[config.mk]
export PLATFORM = sky130hd
export DESIGN_NAME = bitrev_obi_reader_flat
export DESIGN_NICKNAME = d
export VERILOG_FILES = /design/src/rtl/bitrev_obi_pkg.sv /design/src/rtl/bitrev_obi_reader_if.sv /design/src/rtl/bitrev_fifo.sv /design/src/rtl/bitrev_obi_reader.sv /design/src/flat_wrapper.sv
export SDC_FILE = /design/constraint.sdc
export NUM_CORES = 1
export LEC_CHECK = 0
export ABC_AREA = 1
export BUFFER_PORTS_ARGS = -buffer_cell sky130_fd_sc_hd__buf_2
export CORE_ASPECT_RATIO = 0.6
export CORE_MARGIN = 2
export CORE_UTILIZATION = 45
export CTS_CLUSTER_SIZE = 24
export DETAILED_ROUTE_END_ITERATION = 12
export GPL_TIMING_DRIVEN = 0
export PLACE_DENSITY = 0.69
export SLEW_MARGIN = 15
export SYNTH_ARGS = -nofsm -noshare
export SYNTH_HDL_FRONTEND = slang
export SYNTH_SLANG_ARGS = --single-unit
[constraint.sdc]
create_clock -name clk_i -period 3.8 [get_ports clk_i]
set_input_delay 0.57 -clock clk_i [delete_from_list [all_inputs] [get_ports clk_i]]
set_output_delay 0.57 -clock clk_i [all_outputs]
set_load 0.005 [all_outputs]
[src/rtl/bitrev_obi_pkg.sv]
// Shared types and helpers for the bit-reversing OBI reader.
// FSM encoding plus the width-parameterised bit reversal.
package bitrev_obi_pkg;

   typedef enum logic [1:0] {
      S_IDLE = 2'd0,
      S_REQ  = 2'd1,
      S_WAIT = 2'd2
   } state_e;

   // Reverse the low w bits of d; bits at and above w come back zero.
   function automatic logic [31:0] bitrev(input logic [31:0] d,
                                          input int unsigned w);
      logic [31:0] r;
      r = '0;
      for (int unsigned i = 0; i < 32; i++)
         if (i < w) r[i[4:0]] = d[5'(w - 1 - i)];
      return r;
   endfunction

endpackage

[src/rtl/bitrev_obi_reader_if.sv]
// OBI master bus plus the output stream of the reader.
// master is the reader side, slave is the counter/sink side.
interface bitrev_obi_reader_if #(parameter int W = 32);

   logic          obi_req;
   logic          obi_we;
   logic [3:0]    obi_be;
   logic [31:0]   obi_addr;
   logic [31:0]   obi_wdata;
   logic          obi_gnt;
   logic          obi_rvalid;
   logic [31:0]   obi_rdata;
   logic          out_valid;
   logic          out_ready;
   logic [W-1:0]  out_data;

   modport master (
      output obi_req, obi_we, obi_be, obi_addr, obi_wdata,
      input  obi_gnt, obi_rvalid, obi_rdata,
      output out_valid, out_data,
      input  out_ready
   );

   modport slave (
      input  obi_req, obi_we, obi_be, obi_addr, obi_wdata,
      output obi_gnt, obi_rvalid, obi_rdata,
      input  out_valid, out_data,
      output out_ready
   );

endinterface

[src/rtl/bitrev_fifo.sv]
// Synchronous FIFO with power-of-two depth and wrapping pointers.
// Caller guarantees no push when full and no pop when empty.
module bitrev_fifo #(
   parameter int DEPTH = 4,
   parameter int W     = 32,
   localparam int AW   = $clog2(DEPTH)
) (
   input  logic          clk_i,
   input  logic          rst_ni,
   input  logic          push_i,
   input  logic [W-1:0]  data_i,
   input  logic          pop_i,
   output logic [W-1:0]  data_o,
   output logic [AW:0]   count_o
);

   logic [W-1:0]  mem_q [DEPTH];
   logic [AW-1:0] wr_q, wr_d;
   logic [AW-1:0] rd_q, rd_d;
   logic [AW:0]   cnt_q, cnt_d;

   always_comb begin
      wr_d  = wr_q + AW'(push_i);
      rd_d  = rd_q + AW'(pop_i);
      cnt_d = cnt_q + (AW+1)'(push_i) - (AW+1)'(pop_i);
   end

   always_ff @(posedge clk_i or negedge rst_ni) begin
      if (!rst_ni) begin
         wr_q  <= '0;
         rd_q  <= '0;
         cnt_q <= '0;
      end else begin
         wr_q  <= wr_d;
         rd_q  <= rd_d;
         cnt_q <= cnt_d;
      end
   end

   always_ff @(posedge clk_i) begin
      if (push_i) mem_q[wr_q] <= data_i;
   end

   assign data_o  = mem_q[rd_q];
   assign count_o = cnt_q;

endmodule

[src/rtl/bitrev_obi_reader.sv]
// Reads the counter over OBI on each trigger edge and queues the
// bit-reversed value for the downstream stream.
module bitrev_obi_reader
   import bitrev_obi_pkg::*;
#(
   parameter int          W         = 32,
   parameter int          DEPTH     = 4,
   parameter logic [31:0] BASE_ADDR = 32'h0
) (
   input  logic                clk_i,
   input  logic                rst_ni,
   input  logic                en_i,
   input  logic                trig_i,
   bitrev_obi_reader_if.master io,
   output logic                drop_o,
   output logic                busy_o
);

   localparam int          AW   = $clog2(DEPTH);
   localparam logic [AW:0] FULL = (AW+1)'(DEPTH);

   state_e       state_q, state_d;
   logic         trig_q;
   logic         pend_q, pend_d;
   logic         drop_q, drop_d;
   logic         rise, issue, push, pop;
   logic [AW:0]  count;
   logic [W-1:0] wdat;

   // Issuing reserves a FIFO slot, so the later push cannot overflow.
   assign rise   = trig_i & ~trig_q & en_i;
   assign issue  = (state_q == S_IDLE) & pend_q & en_i & (count < FULL);
   assign pend_d = rise | (pend_q & ~issue);
   assign drop_d = rise & pend_q & ~issue;

   always_ff @(posedge clk_i or negedge rst_ni) begin
      if (!rst_ni) begin
         trig_q <= 1'b0;
         pend_q <= 1'b0;
         drop_q <= 1'b0;
      end else begin
         trig_q <= trig_i;
         pend_q <= pend_d;
         drop_q <= drop_d;
      end
   end

   always_ff @(posedge clk_i or negedge rst_ni) begin
      if (!rst_ni) state_q <= S_IDLE;
      else         state_q <= state_d;
   end

   always_comb begin
      state_d = state_q;
      unique case (state_q)
         S_IDLE:  if (issue)         state_d = S_REQ;
         S_REQ:   if (io.obi_gnt)    state_d = S_WAIT;
         S_WAIT:  if (io.obi_rvalid) state_d = S_IDLE;
         default:                    state_d = S_IDLE;
      endcase
   end

   // Responses outside WAIT are stale and never reach the FIFO.
   always_comb begin
      io.obi_req = 1'b0;
      push       = 1'b0;
      unique case (state_q)
         S_REQ:   io.obi_req = 1'b1;
         S_WAIT:  push       = io.obi_rvalid;
         default: ;
      endcase
   end

   assign io.obi_we    = 1'b0;
   assign io.obi_be    = 4'hF;
   assign io.obi_addr  = BASE_ADDR;
   assign io.obi_wdata = 32'h0;

   assign wdat         = W'(bitrev(io.obi_rdata, W));
   assign io.out_valid = (count != '0);
   assign pop          = io.out_valid & io.out_ready;
   assign drop_o       = drop_q;
   assign busy_o       = (state_q != S_IDLE) | pend_q;

   bitrev_fifo #(
      .DEPTH (DEPTH),
      .W     (W)
   ) u_fifo (
      .clk_i   (clk_i),
      .rst_ni  (rst_ni),
      .push_i  (push),
      .data_i  (wdat),
      .pop_i   (pop),
      .data_o  (io.out_data),
      .count_o (count)
   );

endmodule

[src/flat_wrapper.sv]
// flat-port wrapper written by rule: the top's interface ports become plain ports
module bitrev_obi_reader_flat import bitrev_obi_pkg::*;
#(
   parameter int          W         = 32,
   parameter int          DEPTH     = 4,
   parameter logic [31:0] BASE_ADDR = 32'h0
)
  (clk_i, rst_ni, en_i, trig_i, drop_o, busy_o, io_obi_req, io_obi_we, io_obi_be, io_obi_addr, io_obi_wdata, io_obi_gnt, io_obi_rvalid, io_obi_rdata, io_out_valid, io_out_data, io_out_ready);
  bitrev_obi_reader_if #(.W(W)) io_i ();
  input  logic clk_i;
  input  logic rst_ni;
  input  logic en_i;
  input  logic trig_i;
  output logic drop_o;
  output logic busy_o;
  output wire logic [$bits(io_i.obi_req)-1:0] io_obi_req;
  output wire logic [$bits(io_i.obi_we)-1:0] io_obi_we;
  output wire logic [$bits(io_i.obi_be)-1:0] io_obi_be;
  output wire logic [$bits(io_i.obi_addr)-1:0] io_obi_addr;
  output wire logic [$bits(io_i.obi_wdata)-1:0] io_obi_wdata;
  input wire logic [$bits(io_i.obi_gnt)-1:0] io_obi_gnt;
  input wire logic [$bits(io_i.obi_rvalid)-1:0] io_obi_rvalid;
  input wire logic [$bits(io_i.obi_rdata)-1:0] io_obi_rdata;
  output wire logic [$bits(io_i.out_valid)-1:0] io_out_valid;
  output wire logic [$bits(io_i.out_data)-1:0] io_out_data;
  input wire logic [$bits(io_i.out_ready)-1:0] io_out_ready;
  assign io_obi_req = io_i.obi_req;
  assign io_obi_we = io_i.obi_we;
  assign io_obi_be = io_i.obi_be;
  assign io_obi_addr = io_i.obi_addr;
  assign io_obi_wdata = io_i.obi_wdata;
  assign io_i.obi_gnt = io_obi_gnt;
  assign io_i.obi_rvalid = io_obi_rvalid;
  assign io_i.obi_rdata = io_obi_rdata;
  assign io_out_valid = io_i.out_valid;
  assign io_out_data = io_i.out_data;
  assign io_i.out_ready = io_out_ready;
  bitrev_obi_reader #(.W(W), .DEPTH(DEPTH), .BASE_ADDR(BASE_ADDR)) u_core (.clk_i(clk_i), .rst_ni(rst_ni), .en_i(en_i), .trig_i(trig_i), .io(io_i), .drop_o(drop_o), .busy_o(busy_o));
endmodule
==> results of run 1 <==
-- metal layers --
metal	vias to the layer above	wire, um
li1	1875	-
met1	1820	5391
met2	151	6105
met3	10	1047
met4	2	68
met5	-	16
-- critical path, delay by kind of cell (launching register included) --
family | cells | cell delay [ns]
AO/OA/AOI/OAI | 2 | 0.31
flip-flops | 1 | 0.38
buffers and inverters | 4 | 0.70
-- cells by family after synthesis --
family | after synthesis | synth area share [%]
compound gates | 99 | 8.342
buf+inv | 103 | 12.63
simple gates | 126 | 8.258
fa+ha+maj | 3 | 0.7564
xor+xnor | 2 | 0.2942
other cells | 2 | 0.1261
flops | 140 | 69.59
-- through the flow --
step	hold WS (ns)	worst slack, ns	instance area (sq um)	setup TNS, ns	power [uW]
floorplan	0.2744	0.3839	6206	0	2948
global placement	0.4512	-1.504	6789	-175.19	3538
detailed placement	0.4596	1.479	6959	0	3614
CTS	0.01937	1.399	7548	0	5237
global route	0.03187	1.315	7548	0	5504
finish	0.02350	1.413	7548	0	5196
-- area by class of cell --
cell class	count	area, sq um	area share (%)
buffer	91	706.9	9.365
clock inverter	15	163.9	2.171
clock buffer	17	425.4	5.636
sequential	140	4144	54.90
multi-input combinational	299	1330	17.62
inverter	12	45.04	0.5967
timing repair buffer	90	520.5	6.895
tap	170	212.7	2.818
-- state kept, by name, summed over array words and instances, names as in the netlist --
| name | cells |
|---|---|
| u_core.drop_o | 1 |
| u_core.pend_q | 1 |
| u_core.state_q | 2 |
| u_core.trig_q | 1 |
| u_core.u_fifo.count_o | 3 |
| u_core.u_fifo.mem_q | 128 |
| u_core.u_fifo.rd_q | 2 |
| u_core.u_fifo.wr_q | 2 |
-- placed cells by master (no fill, tap or decap), types with 5 or more instances in the layout --
cell type / count
edfxtp_1: 128
inv_1: 11
nand2_1: 14
dfrtp_1: 12
clkbuf_16: 17
buf_4: 81
o21ai_0: 18
buf_2: 80
nor2_1: 100
conb_1: 69
o21ai_1: 80
buf_6: 19
nand3_1: 5
-- power breakdown --
part           total, uW  internal, uW  switching (uW)  leakage (uW)
Combinational       1710           697            1010       0.00156
Sequential          1870          1810            58.8       0.00130
Clock               1610           974             640      0.000275
-- how the worst max path moves through the flow --
stage / start / to / cells after the start
after CTS: u_core.u_fifo.rd_q[1]$_DFF_PN0_ / io_out_data[26] / 6
after global routing: u_core.u_fifo.rd_q[1]$_DFF_PN0_ / io_out_data[26] / 6
after detailed placement: io_obi_rvalid / u_core.u_fifo.mem_q[1][14]$_DFFE_PP_ / 5
after floorplan: io_obi_rvalid / u_core.u_fifo.mem_q[0][0]$_DFFE_PP_ / 2
final: u_core.u_fifo.rd_q[1]$_DFF_PN0_ / io_out_data[26] / 6
after global placement: io_obi_rvalid / u_core.u_fifo.mem_q[0][9]$_DFFE_PP_ / 3
-- synth_stat cells --
cell type,n
buf_2,6
buf_4,73
buf_6,11
clkbuf_2,1
conb_1,2
dfrtp_1,12
edfxtp_1,128
fa_1,1
ha_1,2
inv_1,11
inv_2,1
nand2_1,14
nand3_1,5
nand3b_1,1
nand4_1,1
nor2_1,100
nor3_1,5
o21ai_0,18
o21ai_1,80
o22ai_1,1
xnor2_1,1
xor2_1,1
==> results.yml, run 1 <==
worst_setup_path:
  slowest_delay_ns: 0.38
  crit_slowest_cell: "dfrtp_1"
  crit_required_ns: 3.23
  worstPathArrival_ns: 1.82
  reg2reg_setup_slack_ns: 1.73
  timing_worst_setup_path_type: "reg2out"
  worstPathMaxFanout: 10
  cp-end-kind: "output port"
  critPathLaunchType: "register"
  crit_chain: "inv_1 -> buf_4 -> buf_2 -> o21ai_1 -> o21ai_1 -> buf_2"
  reg2reg_to: "u_core.u_fifo.mem_q[1][19]$_DFFE_PP_"
  crit-reg2reg-launch: "u_core.state_q[0]$_DFFE_PN0P_"
  rr_worst_depth: 5
clocking:
  cts_resized: 0
  cts.path.max_buffers: 2
  hold_buffers: 0
  cts_tree: "done"
  cts_sinks: 140
  cts_made_buffers: 17
  htree_levels: 4
  insertion_delay_ns: 0.41
  cts_root_buffer: "clkbuf_16"
  cts_setup_buffers: 0
  clk_pin_slew_worst_paths_ns: 0.06
global_routing:
  gr-max-usage-layer: "met2"
  grtUsageTotal_pct: 18.58
  grt_pass1_vias: 3747
  grt_pass1_wl_um: 19510
  met2_usage_pct: 30.74
  antenna_found_initial: 1
  grt_use_met1_pct: 23.36
  grt_max_degree: 17
  grtUsageMet3_pct: 6.534
  grt-ovfl-total: 0
timing:
  finalSetupViolations: 0
  drv_slew: 0
  rsz0062_at_grt: "no"
  worstMarginPinSlew_ns: 0.7480
  hold_violations: 0
  fin_crit_sh_pct: 62.83
  slew_headroom_pct: 49.86
  max_clock_freq_mhz: 418.9
  skew_ns: 0.005159
  period_needed_ns: 2.387
floorplanning:
  die_w_um: 152.5
  row_count: 32
  io_pins: 144
  core_area_sq_um: 12890
  initial_core_util_pct: 46.19
  die_h_um: 93.10
  dieArea_sq_um: 14200
final_layout:
  stdcell_count: 834
  diodes: 0
  areaGrowthSynthToFinish_pct: 26.77
  fin_util_pct: 58.55
  drive_gt1_share_pct: 32.68
  nets: 693
  fill_cells: 1044
placed_design:
  dp.cells: 802
  io_buffers: 74
  routabilityCongestion: 0.7681
  dp_hpwl_um: 8990
routing:
  vias: 3858
  drt_iter0_drc: 237
  wirelength_um: 12630
  wl_per_cell_um: 15.14
  route.detailed.drc: 0
  viasPerCell: 4.626
  ant_nets: 0
  drt_first_pass_iters: 5
synth:
  yosysTopAreaCell: "edfxtp_1"
  synth.yosys.seq_area_share_pct: 69.59
  yosys_warnings: 0
  synthesis.area_sq_um: 5954
  synth_area_leaders: "edfxtp_1 65%, buf_4 9.2%, o21ai_1 6.7%"
  netlist.area_leader.share_pct: 64.55
  syn_inst: 475
  yosysUniqueCellTypes: 22
  syn_area_per_cell_sq_um: 12.54
  ys_seq_elements: 140
pwr:
  max-vdd-ir-drop_mv: 0.4410
  power_density_nw_per_um2: 688.3
  leakagePower_uw: 0.003131
worst_hold_path:
  hold_path.class: "in2async"
status:
  outcome: "complete, no violations"
run:
  maxCapViolations: 0
No activity file was read; power rests on OpenSTA's default activity.
==> inputs of run 2 (changes only) <==
Clock period 3.8 ns to 2.3 ns, I/O delays scaled along.
==> run 2 against run 1 <==
Global-route usage shrank 1.1 points. Clock power grew 89%. Clock skew grew 0.00086 ns. Clock-buffer cell count is the same. Worst hold slack gained 0.031 ns. First-iteration DRC count grew 19%. Combinational power grew 63%. Routed wire length shrank 5.5%. Flip-flop and latch count is the same. Register-to-register slack lost 1.5 ns. Die area is the same.
==> results.yml, run 2 (same netlist as run 1, synthesis figures left out) <==
clocking:
  cts.path.max_buffers: 2
  cts_sinks: 140
  cts_root_buffer: "clkbuf_16"
  cts_setup_buffers: 0
  insertion_delay_ns: 0.41
  cts_tree: "done"
  htree_levels: 4
  clk_pin_slew_worst_paths_ns: 0.06
  cts_made_buffers: 17
routing:
  wirelength_um: 11930
  vias: 3780
  route.detailed.drc: 0
  wl_per_cell_um: 14.39
  drt_first_pass_iters: 4
  ant_nets: 0
  viasPerCell: 4.560
  drt_iter0_drc: 283
floorplanning:
  io_pins: 144
  die_w_um: 152.5
  die_h_um: 93.10
  dieArea_sq_um: 14200
  row_count: 32
  core_area_sq_um: 12890
  initial_core_util_pct: 46.19
worst_setup_path:
  timing_worst_setup_path_type: "reg2out"
  crit_required_ns: 1.96
  path_common_cell: "o21ai_1"
  slowest_delay_ns: 0.38
  critPathLaunchType: "register"
  crit_slowest_cell: "dfrtp_1"
  crit_chain: "inv_1 -> buf_4 -> clkbuf_4 -> o21ai_1 -> o21ai_1 -> buf_2"
  cp-end-kind: "output port"
  worstPathMaxFanout: 10
  worstPathArrival_ns: 1.77
timing:
  hold_violations: 0
  fin_hold_ws_ns: 0.05413
  worstMarginPinSlew_ns: 0.5835
  drv_slew: 0
  period_needed_ns: 2.115
  final.setup.tns_ns: 0
  slew_headroom_pct: 60.98
  fin_crit_sh_pct: 91.97
  finalSetupViolations: 0
  skew_ns: 0.006015
  max_clock_freq_mhz: 472.7
  rsz0062_at_grt: "no"
final_layout:
  areaGrowthSynthToFinish_pct: 28.33
  mostFrequentLayoutCells: "128 x edfxtp_1, 100 x nor2_1, 80 x o21ai_1"
  largest_register_ffs: 128
  fin_util_pct: 59.27
  nets: 686
  final_common_cell: "edfxtp_1"
  max_flop_register: "u_core.u_fifo.mem_q"
  drive_gt1_share_pct: 31.96
pwr:
  p_int_uw: 6178
  swShare_pct: 30.76
  power_density_nw_per_um2: 1168
  pwr-share-comb_pct: 31.1
  p_sw_uw: 2745
  max-vdd-ir-drop_mv: 0.7835
  leakagePower_uw: 0.003167
  seqPwrFrac_pct: 34.8
  clkPwrFrac_pct: 34.1
status:
  outcome: "complete, no violations"
run:
  maxCapViolations: 0
placed_design:
  io_buffers: 74
  dp_hpwl_um: 8461
  routabilityCongestion: 0.7251
global_routing:
  grt_pass1_vias: 3553
  grt_pass1_wl_um: 18510
  grt_max_degree: 18
  grtUsageTotal_pct: 17.43
  antenna_found_initial: 3
  grt-ovfl-total: 0
worst_hold_path:
  hold_path.class: "in2reg"
run 2: final cells by class:
type,instances,area (sq um)
Inverter,12,45.04
Tap cell,170,212.7
Clock buffer,17,425.4
Antenna cell,2,5.005
Timing Repair Buffer,83,496.7
Multi-Input combinational cell,299,1360
Clock inverter,15,242.7
Buffer,91,709.4
Fill cell,1051,5251
Sequential cell,140,4144
run 2: path summary, 6_finish.rpt:
path / startpoint / to / slack [ns] / cells past startpoint
max: u_core.u_fifo.rd_q[1]$_DFF_PN0_ / io_out_data[22] / 0.18 / 6
min: trig_i / u_core.trig_q$_DFF_PN0_ / 0.05 / 1
max reg2reg: u_core.state_q[0]$_DFFE_PN0P_ / u_core.u_fifo.count_o[2]$_DFF_PN0_ / 0.25 / 10
min reg2reg: u_core.u_fifo.rd_q[1]$_DFF_PN0_ / u_core.u_fifo.rd_q[1]$_DFF_PN0_ / 0.48 / 2
max in group asynchronous: rst_ni / u_core.u_fifo.rd_q[1]$_DFF_PN0_ / 1.74 / 2
min in group asynchronous: rst_ni / u_core.trig_q$_DFF_PN0_ / 0.34 / 2
run 2: worst max-delay path, delay by kind of cell (launching register included):
kind	cells	cell delay [ns]
buffers and inverters	4	0.67
DFF	1	0.38
AOI/OAI and AO/OA	2	0.30
run 2: metrics by stage:
step | setup slack [ns] | power (uW) | cells | area, sq um
2_1_floorplan | -0.05781 | 4882 | 542 | 6226
3_3_place_gp | -1.003 | 5813 | 786 | 6809
3_5_place_dp | 0.09807 | 5946 | 794 | 6950
4_1_cts | 0.07622 | 9004 | 827 | 7629
5_1_grt | 0.04182 | 9463 | 827 | 7636
6_report | 0.1846 | 8923 | 829 | 7641
run 2: repair_timing:
item,4_1_cts,5_1_grt
gates resized for setup,0,2
hold buffers,1,0
endpoints found under the setup margin,0,2
hold endpoints to repair,12,0
run 2: power by group through the flow:
stage / clock network, uW / registers [uW] / logic [uW]
floorplan: 0 / 3130 / 1760
global placement: 0 / 3140 / 2670
detailed placement: 0 / 3160 / 2790
CTS: 3100 / 3110 / 2800
global route: 3200 / 3130 / 3140
finish: 3040 / 3110 / 2780
run 2: metal layers:
layer | global-route usage (%) | vias to the layer above | wire length, um
li1 | - | 1864 | -
met1 | 23.31 | 1769 | 5378
met2 | 26.76 | 134 | 5416
met3 | 5.885 | 11 | 1002
met4 | 6.559 | 2 | 119
met5 | 0 | - | 13
